--- config.mk ---
export PLATFORM = sky130hd
export DESIGN_NAME = sa_input_skewer
export DESIGN_NICKNAME = d
export VERILOG_FILES = /design/src/rtl/sa_input_skewer_pkg.sv /design/src/rtl/sa_input_skewer_sync_fifo.sv /design/src/rtl/sa_input_skewer.sv
export SDC_FILE = /design/constraint.sdc
export NUM_CORES = 1
export LEC_CHECK = 0
export CAP_MARGIN = 20
export CORE_ASPECT_RATIO = 0.8
export CORE_MARGIN = 5
export CORE_UTILIZATION = 54
export DETAILED_ROUTE_END_ITERATION = 8
export MAX_ROUTING_LAYER = met4
export PLACE_DENSITY_LB_ADDON = 0.15
export SLEW_MARGIN = 20
export SYNTH_ARGS = -nofsm -noshare
export SYNTH_HDL_FRONTEND = slang
export SYNTH_SLANG_ARGS = --single-unit
export TNS_END_PERCENT = 10
--- constraint.sdc ---
create_clock -name clk -period 7.95 [get_ports clk]
set_input_delay 1.59 -clock clk [delete_from_list [all_inputs] [get_ports clk]]
set_output_delay 1.59 -clock clk [all_outputs]
set_load 0.05 [all_outputs]
--- src/rtl/sa_input_skewer_pkg.sv ---
// Shared constants, state encoding and helpers for the systolic-array input skewer.
package sa_input_skewer_pkg;

  localparam int SA_ROWS        = 8;
  localparam int SA_DATA_W      = 8;
  localparam int DATA_MAX_BITS  = SA_ROWS * SA_DATA_W;
  localparam int SKW_FIFO_DEPTH = 16;

  localparam logic [2:0] OP_CFG_CHANNEL = 3'b000;

  typedef enum logic [1:0] {
    SKW_IDLE   = 2'd0,
    SKW_STREAM = 2'd1,
    SKW_FLUSH  = 2'd2,
    SKW_DONE   = 2'd3
  } skw_state_e;

  function automatic logic [15:0] sat_inc16(input logic [15:0] v);
    return (v == 16'hFFFF) ? v : (v + 16'd1);
  endfunction

endpackage

--- src/rtl/sa_input_skewer_sync_fifo.sv ---
// Show-ahead synchronous FIFO with active-low synchronous reset; a push into a
// full FIFO is accepted only when a pop frees a slot in the same cycle.
module sa_input_skewer_sync_fifo
  import sa_input_skewer_pkg::*;
#(
  parameter int WIDTH = DATA_MAX_BITS,
  parameter int DEPTH = SKW_FIFO_DEPTH
) (
  input  logic             clk,
  input  logic             i_rst_n,
  input  logic             i_push,
  input  logic [WIDTH-1:0] i_wdata,
  input  logic             i_pop,
  output logic [WIDTH-1:0] o_rdata,
  output logic             o_full,
  output logic             o_empty
);

  localparam int AW = $clog2(DEPTH);

  logic [WIDTH-1:0] r_mem [DEPTH];
  logic [AW-1:0]    r_wr_ptr;
  logic [AW-1:0]    r_rd_ptr;
  logic [AW:0]      r_count;
  logic             w_do_push;
  logic             w_do_pop;

  assign o_full    = (r_count == (AW+1)'(DEPTH));
  assign o_empty   = (r_count == '0);
  assign w_do_pop  = i_pop && !o_empty;
  assign w_do_push = i_push && (!o_full || w_do_pop);
  assign o_rdata   = r_mem[r_rd_ptr];

  // Storage array; contents are don't-care while empty, so no reset.
  always_ff @(posedge clk) begin
    if (w_do_push) begin
      r_mem[r_wr_ptr] <= i_wdata;
    end
  end

  // Pointers and occupancy.
  always_ff @(posedge clk) begin
    if (!i_rst_n) begin
      r_wr_ptr <= '0;
      r_rd_ptr <= '0;
      r_count  <= '0;
    end else begin
      if (w_do_push) r_wr_ptr <= r_wr_ptr + AW'(1);
      if (w_do_pop)  r_rd_ptr <= r_rd_ptr + AW'(1);
      case ({w_do_push, w_do_pop})
        2'b10:   r_count <= r_count + (AW+1)'(1);
        2'b01:   r_count <= r_count - (AW+1)'(1);
        default: r_count <= r_count;
      endcase
    end
  end

endmodule

--- src/rtl/sa_input_skewer.sv ---
// Buffers column vectors and launches them as a diagonal wavefront (lane r delayed r beats),
// then flushes with zeros and pulses done. Optional macro SKEW_STALL_CNT_EN adds stall_cnt.
module sa_input_skewer
  import sa_input_skewer_pkg::*;
#(
  parameter int ROWS       = SA_ROWS,
  parameter int DATA_W     = SA_DATA_W,
  parameter int WORD_SIZE  = 128,
  parameter int FIFO_DEPTH = SKW_FIFO_DEPTH
) (
  input  logic                   clk,
  input  logic                   rst,
  input  logic                   config_valid,
  input  logic [2:0]             op,
  input  logic [7:0]             channel,
  input  logic                   DI_valid,
  input  logic [WORD_SIZE-1:0]   DI,
  input  logic                   sa_ready,
  output logic                   DO_valid,
  output logic [ROWS*DATA_W-1:0] DO,
  output logic [ROWS-1:0]        lane_valid,
  output logic                   done,
  output logic                   overflow
`ifdef SKEW_STALL_CNT_EN
  ,
  output logic [15:0]            stall_cnt
`endif
);

  localparam int VW = ROWS * DATA_W;

  skw_state_e        r_state;
  skw_state_e        w_state_nxt;
  logic [7:0]        r_channel;
  logic [7:0]        r_vcnt;
  logic [7:0]        r_fcnt;
  logic              w_fifo_full;
  logic              w_fifo_empty;
  logic [VW-1:0]     w_fifo_rdata;
  logic              w_pop;
  logic              w_advance;
  logic              w_feed;
  logic              w_cfg;
  logic              w_drop;
  logic [DATA_W:0]   w_lane_in  [ROWS];
  logic [DATA_W:0]   w_lane_tap [ROWS];
  logic              r_do_valid;
  logic [VW-1:0]     r_do;
  logic [ROWS-1:0]   r_lane_valid;
  logic              r_done;
  logic              r_overflow;
  logic [WORD_SIZE-VW-1:0] w_unused_lo;

  assign w_unused_lo = DI[WORD_SIZE-VW-1:0];

  sa_input_skewer_sync_fifo #(
    .WIDTH (VW),
    .DEPTH (FIFO_DEPTH)
  ) u_fifo (
    .clk     (clk),
    .i_rst_n (rst),
    .i_push  (DI_valid),
    .i_wdata (DI[WORD_SIZE-1 -: VW]),
    .i_pop   (w_pop),
    .o_rdata (w_fifo_rdata),
    .o_full  (w_fifo_full),
    .o_empty (w_fifo_empty)
  );

  // FSM state register.
  always_ff @(posedge clk) begin
    if (!rst) r_state <= SKW_IDLE;
    else      r_state <= w_state_nxt;
  end

  // FSM next-state logic.
  always_comb begin
    w_state_nxt = r_state;
    case (r_state)
      SKW_IDLE:   if (!w_fifo_empty) w_state_nxt = SKW_STREAM; else w_state_nxt = SKW_IDLE;
      SKW_STREAM: if (w_pop && (r_vcnt == r_channel - 8'd1)) w_state_nxt = SKW_FLUSH;
                  else w_state_nxt = SKW_STREAM;
      SKW_FLUSH:  if (w_advance && (r_fcnt == 8'(ROWS-2))) w_state_nxt = SKW_DONE;
                  else w_state_nxt = SKW_FLUSH;
      SKW_DONE:   w_state_nxt = SKW_IDLE;
      default:    w_state_nxt = SKW_IDLE;
    endcase
  end

  // FSM outputs: pop/advance strobes and whether real data feeds the lanes.
  always_comb begin
    w_pop     = 1'b0;
    w_advance = 1'b0;
    w_feed    = 1'b0;
    case (r_state)
      SKW_STREAM: begin
        w_pop     = sa_ready && !w_fifo_empty;
        w_advance = w_pop;
        w_feed    = 1'b1;
      end
      SKW_FLUSH: w_advance = sa_ready;
      default:   w_advance = 1'b0;
    endcase
  end

  // Lane inputs: {valid, data}; flush beats inject zero padding.
  always_comb begin
    for (int l = 0; l < ROWS; l++) begin
      w_lane_in[l] = w_feed ? {1'b1, w_fifo_rdata[VW-1-l*DATA_W -: DATA_W]} : '0;
    end
  end

  for (genvar r = 0; r < ROWS; r++) begin : g_lane
    if (r == 0) begin : g_direct
      assign w_lane_tap[r] = w_lane_in[r];
    end else begin : g_delay
      logic [DATA_W:0] r_line [r];
      // Lane delay line: r stages, frozen whenever the wavefront does not advance.
      always_ff @(posedge clk) begin
        if (!rst) begin
          for (int k = 0; k < r; k++) r_line[k] <= '0;
        end else if (w_advance) begin
          r_line[0] <= w_lane_in[r];
          for (int k = 1; k < r; k++) r_line[k] <= r_line[k-1];
        end
      end
      assign w_lane_tap[r] = r_line[r-1];
    end
  end

  // Registered wavefront output; DO and lane_valid hold between advances.
  always_ff @(posedge clk) begin
    if (!rst) begin
      r_do_valid   <= 1'b0;
      r_do         <= '0;
      r_lane_valid <= '0;
    end else begin
      r_do_valid <= w_advance;
      if (w_advance) begin
        for (int l = 0; l < ROWS; l++) begin
          r_do[VW-1-l*DATA_W -: DATA_W] <= w_lane_tap[l][DATA_W-1:0];
          r_lane_valid[ROWS-1-l]        <= w_lane_tap[l][DATA_W];
        end
      end
    end
  end

  // Tile vector counter and flush beat counter.
  always_ff @(posedge clk) begin
    if (!rst) begin
      r_vcnt <= 8'd0;
      r_fcnt <= 8'd0;
    end else begin
      if (r_state == SKW_IDLE) r_vcnt <= 8'd0;
      else if (w_pop)          r_vcnt <= r_vcnt + 8'd1;
      if (r_state == SKW_STREAM) r_fcnt <= 8'd0;
      else if (w_advance)        r_fcnt <= r_fcnt + 8'd1;
    end
  end

  assign w_cfg  = config_valid && (op == OP_CFG_CHANNEL) && (r_state == SKW_IDLE) && (channel != 8'd0);
  assign w_drop = DI_valid && w_fifo_full && !w_pop;

  // Channel config, sticky overflow (a drop outranks a clearing config) and done pulse.
  always_ff @(posedge clk) begin
    if (!rst) begin
      r_channel  <= 8'd1;
      r_overflow <= 1'b0;
      r_done     <= 1'b0;
    end else begin
      if (w_cfg) r_channel <= channel;
      if (w_drop)     r_overflow <= 1'b1;
      else if (w_cfg) r_overflow <= 1'b0;
      r_done <= (r_state == SKW_DONE);
    end
  end

  assign DO_valid   = r_do_valid;
  assign DO         = r_do;
  assign lane_valid = r_lane_valid;
  assign done       = r_done;
  assign overflow   = r_overflow;

`ifdef SKEW_STALL_CNT_EN
  logic [15:0] r_stall_cnt;
  logic        w_stall;

  assign w_stall = ((r_state == SKW_STREAM) && (!sa_ready || w_fifo_empty)) ||
                   ((r_state == SKW_FLUSH) && !sa_ready);

  // Saturating count of cycles the wavefront was held back.
  always_ff @(posedge clk) begin
    if (!rst)         r_stall_cnt <= 16'd0;
    else if (w_cfg)   r_stall_cnt <= 16'd0;
    else if (w_stall) r_stall_cnt <= sat_inc16(r_stall_cnt);
  end

  assign stall_cnt = r_stall_cnt;
`endif

endmodule

Word-level counts from Yosys, hierarchy flattened --
Memory sizes are Yosys's and may differ from the RTL's. A register that Yosys moved wholly into a read port is not among the register bits. Cells that the tools add are included.
Word-level totals: bits in registers 114, RAM bits 1276, bits of input ports 144, output and inout bits 75, logic and storage cells 148, memories kept 8
Memories:
- u_fifo.r_mem | words 16, width 64, rd ports 1, clocked after memory_dff 1, wr ports 1, line sa_input_skewer_sync_fifo.sv:21 | logic [WIDTH-1:0] r_mem [DEPTH];
- g_lane[7].g_delay.r_line | words 7, width 9, rd ports 7, clocked after memory_dff 1, wr ports 7, line sa_input_skewer.sv:117 | logic [DATA_W:0] r_line [r];
- g_lane[6].g_delay.r_line | words 6, width 9, rd ports 6, clocked after memory_dff 1, wr ports 6, line sa_input_skewer.sv:117
- g_lane[5].g_delay.r_line | words 5, width 9, rd ports 5, clocked after memory_dff 1, wr ports 5, line sa_input_skewer.sv:117
- g_lane[4].g_delay.r_line | words 4, width 9, rd ports 4, clocked after memory_dff 1, wr ports 4, line sa_input_skewer.sv:117
- g_lane[3].g_delay.r_line | words 3, width 9, rd ports 3, clocked after memory_dff 1, wr ports 3, line sa_input_skewer.sv:117
- 2 more memories
Cells by class: $add $sub $neg 7, equality and inequality tests 8, multiplexer cells 55, bitwise operators 28, reduce and logical (&&, ||, !) cells 30
Operators by type and width (count):
- two-way mux 9 bit | 36
- OR 1 bit | 27
- adder 8 x 1 -> 8 bit (second input constant) | 2
- two-way mux 1 bit | 13
- logical AND 1 bit | 10
- logical NOT 1 bit | 10
- case mux 5 bit (2 select lines) | 1
- OR reduction 9 bit | 1
- adder 4 x 1 -> 4 bit (second input constant) | 2
- == test 8 x 3 -> 1 bit (second input constant) | 1
- == test 8 bit | 1
- two-way mux 4 bit | 2
- case mux 2 bit (4 select lines) | 1
- nonzero test 8 bit | 1
- subtractor 8 x 1 -> 8 bit (second input constant) | 1
- == test 2 bit (second input constant) | 3
- adder 5 x 1 -> 5 bit (second input constant) | 1
- == test 5 bit (second input constant) | 1
- logical NOT 5 bit | 1
- subtractor 5 x 1 -> 5 bit (second input constant) | 1
- == test 2 x 1 -> 1 bit (second input constant) | 2
- nonzero test 2 bit | 2
- OR reduction 2 bit | 2
- logical NOT 3 bit | 1
- 5 further kinds | 5

Logic depth before layout (Yosys ltp) --
depth in word-level cells 9, mapped depth 14, gate-level depth less buffers 13

Hierarchy --
A second synthesis with hierarchy kept.
Unflattened totals: cells, all modules 2641, area, all modules 51700.8 µm²
Modules (own cells, without submodules):
- sa_input_skewer_sync_fifo | times used 1, cells an instance 1680, area an instance 39126.3 µm², seq. area each 31089.8 µm²
- sa_input_skewer | times used 1, cells an instance 961, area an instance 12574.6 µm², seq. area each 8958.6 µm²

Worst setup path after synthesis --
Ideal clock, no wire load.
path type input to register, start point input rst, end point memory g_lane[1].g_delay.r_line[0][0] (netlist bit) (enable), library setup time 1793 ps, arrival time 5874 ps, setup slack 283 ps, stages on the path 3, cell sequence clkbuf_1 -> clkbuf_1 -> nand2_1
On the way: cells in the longest elaborated chain, start to end 4
Ends and longest elaborated chain:
- start, declared | line sa_input_skewer.sv:12 | input logic rst,
- two-way mux 1 bit | line sa_input_skewer.sv:120 | if (!rst) begin
- two-way mux 1 bit (implied by the code) | line sa_input_skewer.sv:123 | r_line[0] <= w_lane_in[r];
- OR reduction 9 bit (no source line)
- two-way mux 1 bit (no source line) *
- end, declared | line sa_input_skewer.sv:117
Mark *: on every way between the ends. The rest lies on a longest branch, timed or not.

Worst setup path in the final report --
start point input sa_ready, end point memory u_fifo.r_mem[11][4] (netlist bit) (enable)
On the way: cells in the longest elaborated chain, start to end 7
Ends and longest elaborated chain:
- start, declared | line sa_input_skewer.sv:18 | input logic sa_ready,
- logical AND 1 bit | line sa_input_skewer.sv:97 | w_pop = sa_ready && !w_fifo_empty;
- two-way mux 1 bit | line sa_input_skewer.sv:95 | case (r_state)
- logical AND 1 bit | line sa_input_skewer_sync_fifo.sv:30 | assign w_do_pop = i_pop && !o_empty;
- logical OR 1 bit | line sa_input_skewer_sync_fifo.sv:31 | assign w_do_push = i_push && (!o_full || w_do_pop);
- logical AND 1 bit | line sa_input_skewer_sync_fifo.sv:31
- two-way mux 1 bit | line sa_input_skewer_sync_fifo.sv:36 | if (w_do_push) begin
- two-way mux 1 bit (implied by the code) | line sa_input_skewer_sync_fifo.sv:37 | r_mem[r_wr_ptr] <= i_wdata;
- end, declared | line sa_input_skewer_sync_fifo.sv:21
No other way between the ends.

==> impl_results.md <==
- Gp weighted congestion: 0.780
- CTS buffer count: 133
- Synth area leader: edfxtp_1
- Vias: 24300
- Share of cells above drive strength 1: 0.205
- Clock power share: 0.419
- CP max FO: 51
- Final std cells w/o fill: 4129
- Max Fclk: 237 MHz
- HP Class: flip-flop to flip-flop
- Hold Path Cell Cnt: 2
- Ys async rst share: 0
- Clock skew: 26.5 ps
- Pwr Density: 251 nW/um^2
- H-Tree Depth: 4
- Most frequent cell after synthesis: edfxtp_1
- Total GRT Usage: 0.223
- Leakage power: 0.0186 uW
- Number of flops mapped to enable cells by yosys: 1255
- Critical Path Source Type: input port
- Worst slew margin: 0.269
- Cts hold-fix bufs: 0
- TritonCTS Sinks: 1373
- Largest family of logic cells by synthesized area: multiplexers
- Yosys cell types: 55
- Adder-cell share of the synthesized area: 0.00410
- Status: finished, final reports clean
- Die extent in x: 357 um
- Clock Path Buffers: 3
- HPWL Detailed: 57000 um
- Core Region: 95200 um^2
- Top post-synthesis cells by area: edfxtp_1, mux4_2, dfxtp_1, and2_1, nand2_1
- Total Power: 14800 uW
- Drt initial violations: 2656
- Worst setup EP type: flip-flop
- Rows: 101
- CP Launch Point: sa_ready
- Synth-to-Final Area Change: 14.1%
- CTS root buffer: clkbuf_16
- Mapped Area: 51900 um^2
- P_sw: 2970 uW
- GRT overflow: 0
- Slew Viols, Final: 0
- Comb power frac: 0.039
- End of the worst register-to-register path: DO[61]
- P_int: 11900 uW
- Skew-Pair Late Insertion Delay: 720 ps
- Layout Utilization: 0.622
- Cells after Synth: 2519
- Post-synthesis mux area share: 0.137
- Post-synthesis sequential area ratio: 0.772
- Worst VDD drop: 195 uV
- Port bufs: 154
- Compound-Gate Fraction of Synth Area: 0.0151
- Antenna viol nets, final: 0
- Ys Warns: 0
- Synth Flop Type: edfxtp_1
- Setup TNS: 0 ps
- Die ar.: 102000 um^2
- Crit path DAT: 4530 ps
- Synth Register Bits: 1373
- Post-CTS sizing: 0
- Initial antenna violation count: 14
- Hold path endpoint: lane_valid[2]
- Net Count, Synth: 2680
- Commonest cells post-synth: edfxtp_1, mux4_2, and2_1
- Fin crit share: 0.530
- Count of final hold-check violations: 0
- R2R setup slack: 4380 ps
- Mapped Avg Cell Area: 20.6 um^2
- Sw Ratio: 0.200
- Pre-antenna DRT Iters: 5
- First-pass GRT wire length: 163000 um
- Worst-path clk slew: 60 ps
- RSZ-0062 raised after global routing: no
- Pin count of the biggest net entering global routing: 162
- Min-Delay Startpoint: lane_valid[2]
- Max capacitance violation total: 0
- Post-CTS Setup Inserts: 0
- Dpl cells: 3876
- DRC viols: 0
- WL final: 108000 um
- Clock period minus final worst setup slack: 4220 ps
- Crit Path Category: input port to flip-flop
- Layout net count: 2885
- R2R depth: 6
- Synth Area in XOR/XNOR: 0.00506
- Die span in y: 287 um
- Vias per cell: 5.87
- DR WL/cell: 26.3 um
- Starting density of the core: 0.545
- Final setup violation count: 0
- Seq pwr share: 0.542
- Ports: 219
- Synth top area share: 0.726
- Worst-Margin Slew: 1100 ps
- Worst endpoint required time: 8270 ps
- Number of global-route vias before repair: 24600
- CTS tree: done
- Simple-gate portion of the synthesized area: 0.0507
==> routing by layer <==
layer / track usage / vias up / part of all wire
met2: 0.328 / 891 / 0.47
met4: 0.0488 / 0 / 0.016
met5: - / - / 0
met3: 0.0455 / 136 / 0.079
li1: - / 10500 / -
met1: 0.330 / 12700 / 0.44
==> layout make-up <==
type	count	area, um^2
tap	1287	1610
fill	6465	36000
antenna	11	27.5
clock inverter	62	646
multi-input combinational	997	11100
sequential	1373	40100
timing repair buffer	203	1970
clock buffer	180	3670
inverter	16	60.1
==> critical path: stages <==
cell and delay, ps:
clkdlybuf4s50_1 590, nand2_1 120, a31oi_1 210, buf_4 220, nand2_1 270, nor2_4 540, buf_4 940
==> worst max path at each step <==
stage | to | slack (ps) | cells past startpoint
after global placement | u_fifo.r_mem[14][52] | 3030 | 7
after floorplan | g_lane[1].g_delay.r_line[0][0] | 280 | 3
final | u_fifo.r_mem[11][4] | 3730 | 7
after global routing | u_fifo.r_mem[11][4] | 3620 | 7
after CTS | u_fifo.r_mem[11][10] | 3770 | 7
after detailed placement | u_fifo.r_mem[14][50] | 3040 | 7
==> state kept, by name (all words and copies together) (netlist names), named ones only <==
name,cells
overflow,1
u_fifo.r_count,5
u_fifo.r_wr_ptr,4
DO_valid,1
DO,64
u_fifo.r_rd_ptr,4
done,1
r_fcnt,8
r_state,1
g_lane.g_delay.r_line,231
r_channel,8
u_fifo.r_mem,1024
r_vcnt,8
lane_valid,8
==> layout by cell type (no fill, tap or decap), drive strengths merged, types with 2 or more instances in the layout <==
master | Yosys | routed
edfxtp | 1255 | 1255
mux4 | 312 | 312
and2 | 232 | 232
clkbuf | 74 | 180
clkdlybuf4s50 | 0 | 154
nand2 | 149 | 149
dfxtp | 118 | 118
a21oi | 78 | 78
nor2 | 51 | 51
buf | 59 | 49
clkinv | 1 | 37
inv | 15 | 25
xor2 | 17 | 17
ha | 17 | 17
o21ai | 14 | 14
nand3 | 14 | 14
nand4 | 13 | 13
xnor2 | 13 | 13
diode | 0 | 11
bufinv | 0 | 11
mux2i | 10 | 10
a22o | 8 | 8
a221oi | 8 | 8
nor3 | 8 | 8
or4 | 7 | 7
nand2b | 5 | 5
clkinvlp | 0 | 5
nor4 | 4 | 4
nor2b | 4 | 4
a211oi | 3 | 3
a2111oi | 3 | 3
o31ai | 3 | 3
a21o | 3 | 3
a21boi | 3 | 3
nand3b | 2 | 2
or3 | 2 | 2
and3 | 2 | 2
or3b | 2 | 2
==> cells by family after synthesis <==
kind of cell / after synthesis
flip-flops: 1373
buffers and inverters: 149
multiplexers: 322
AND/OR/NAND/NOR: 499
adder cells (fa/ha/maj): 17
XOR/XNOR: 30
AO/OA/AOI/OAI: 129
==> power groups by stage <==
stage	registers [uW]	logic [uW]	clock network (uW)
2_1_floorplan	8210	370	0
3_3_place_gp	8190	576	0
3_5_place_dp	8200	591	0
4_1_cts	8040	592	6330
5_1_grt	8050	631	6670
6_report	8040	583	6210
==> stage by stage <==
| stage | hold WS (ps) | instance area, um^2 | setup slack [ps] |
|---|---|---|---|
| 3_5_place_dp | 447 | 54900 | 3040 |
| 6_report | 453 | 59200 | 3730 |
| 3_3_place_gp | 441 | 54900 | 3030 |
| 2_1_floorplan | 452 | 51900 | 283 |
| 5_1_grt | 471 | 59200 | 3620 |
| 4_1_cts | 456 | 59200 | 3770 |
(Power assumes the default switching activity.)
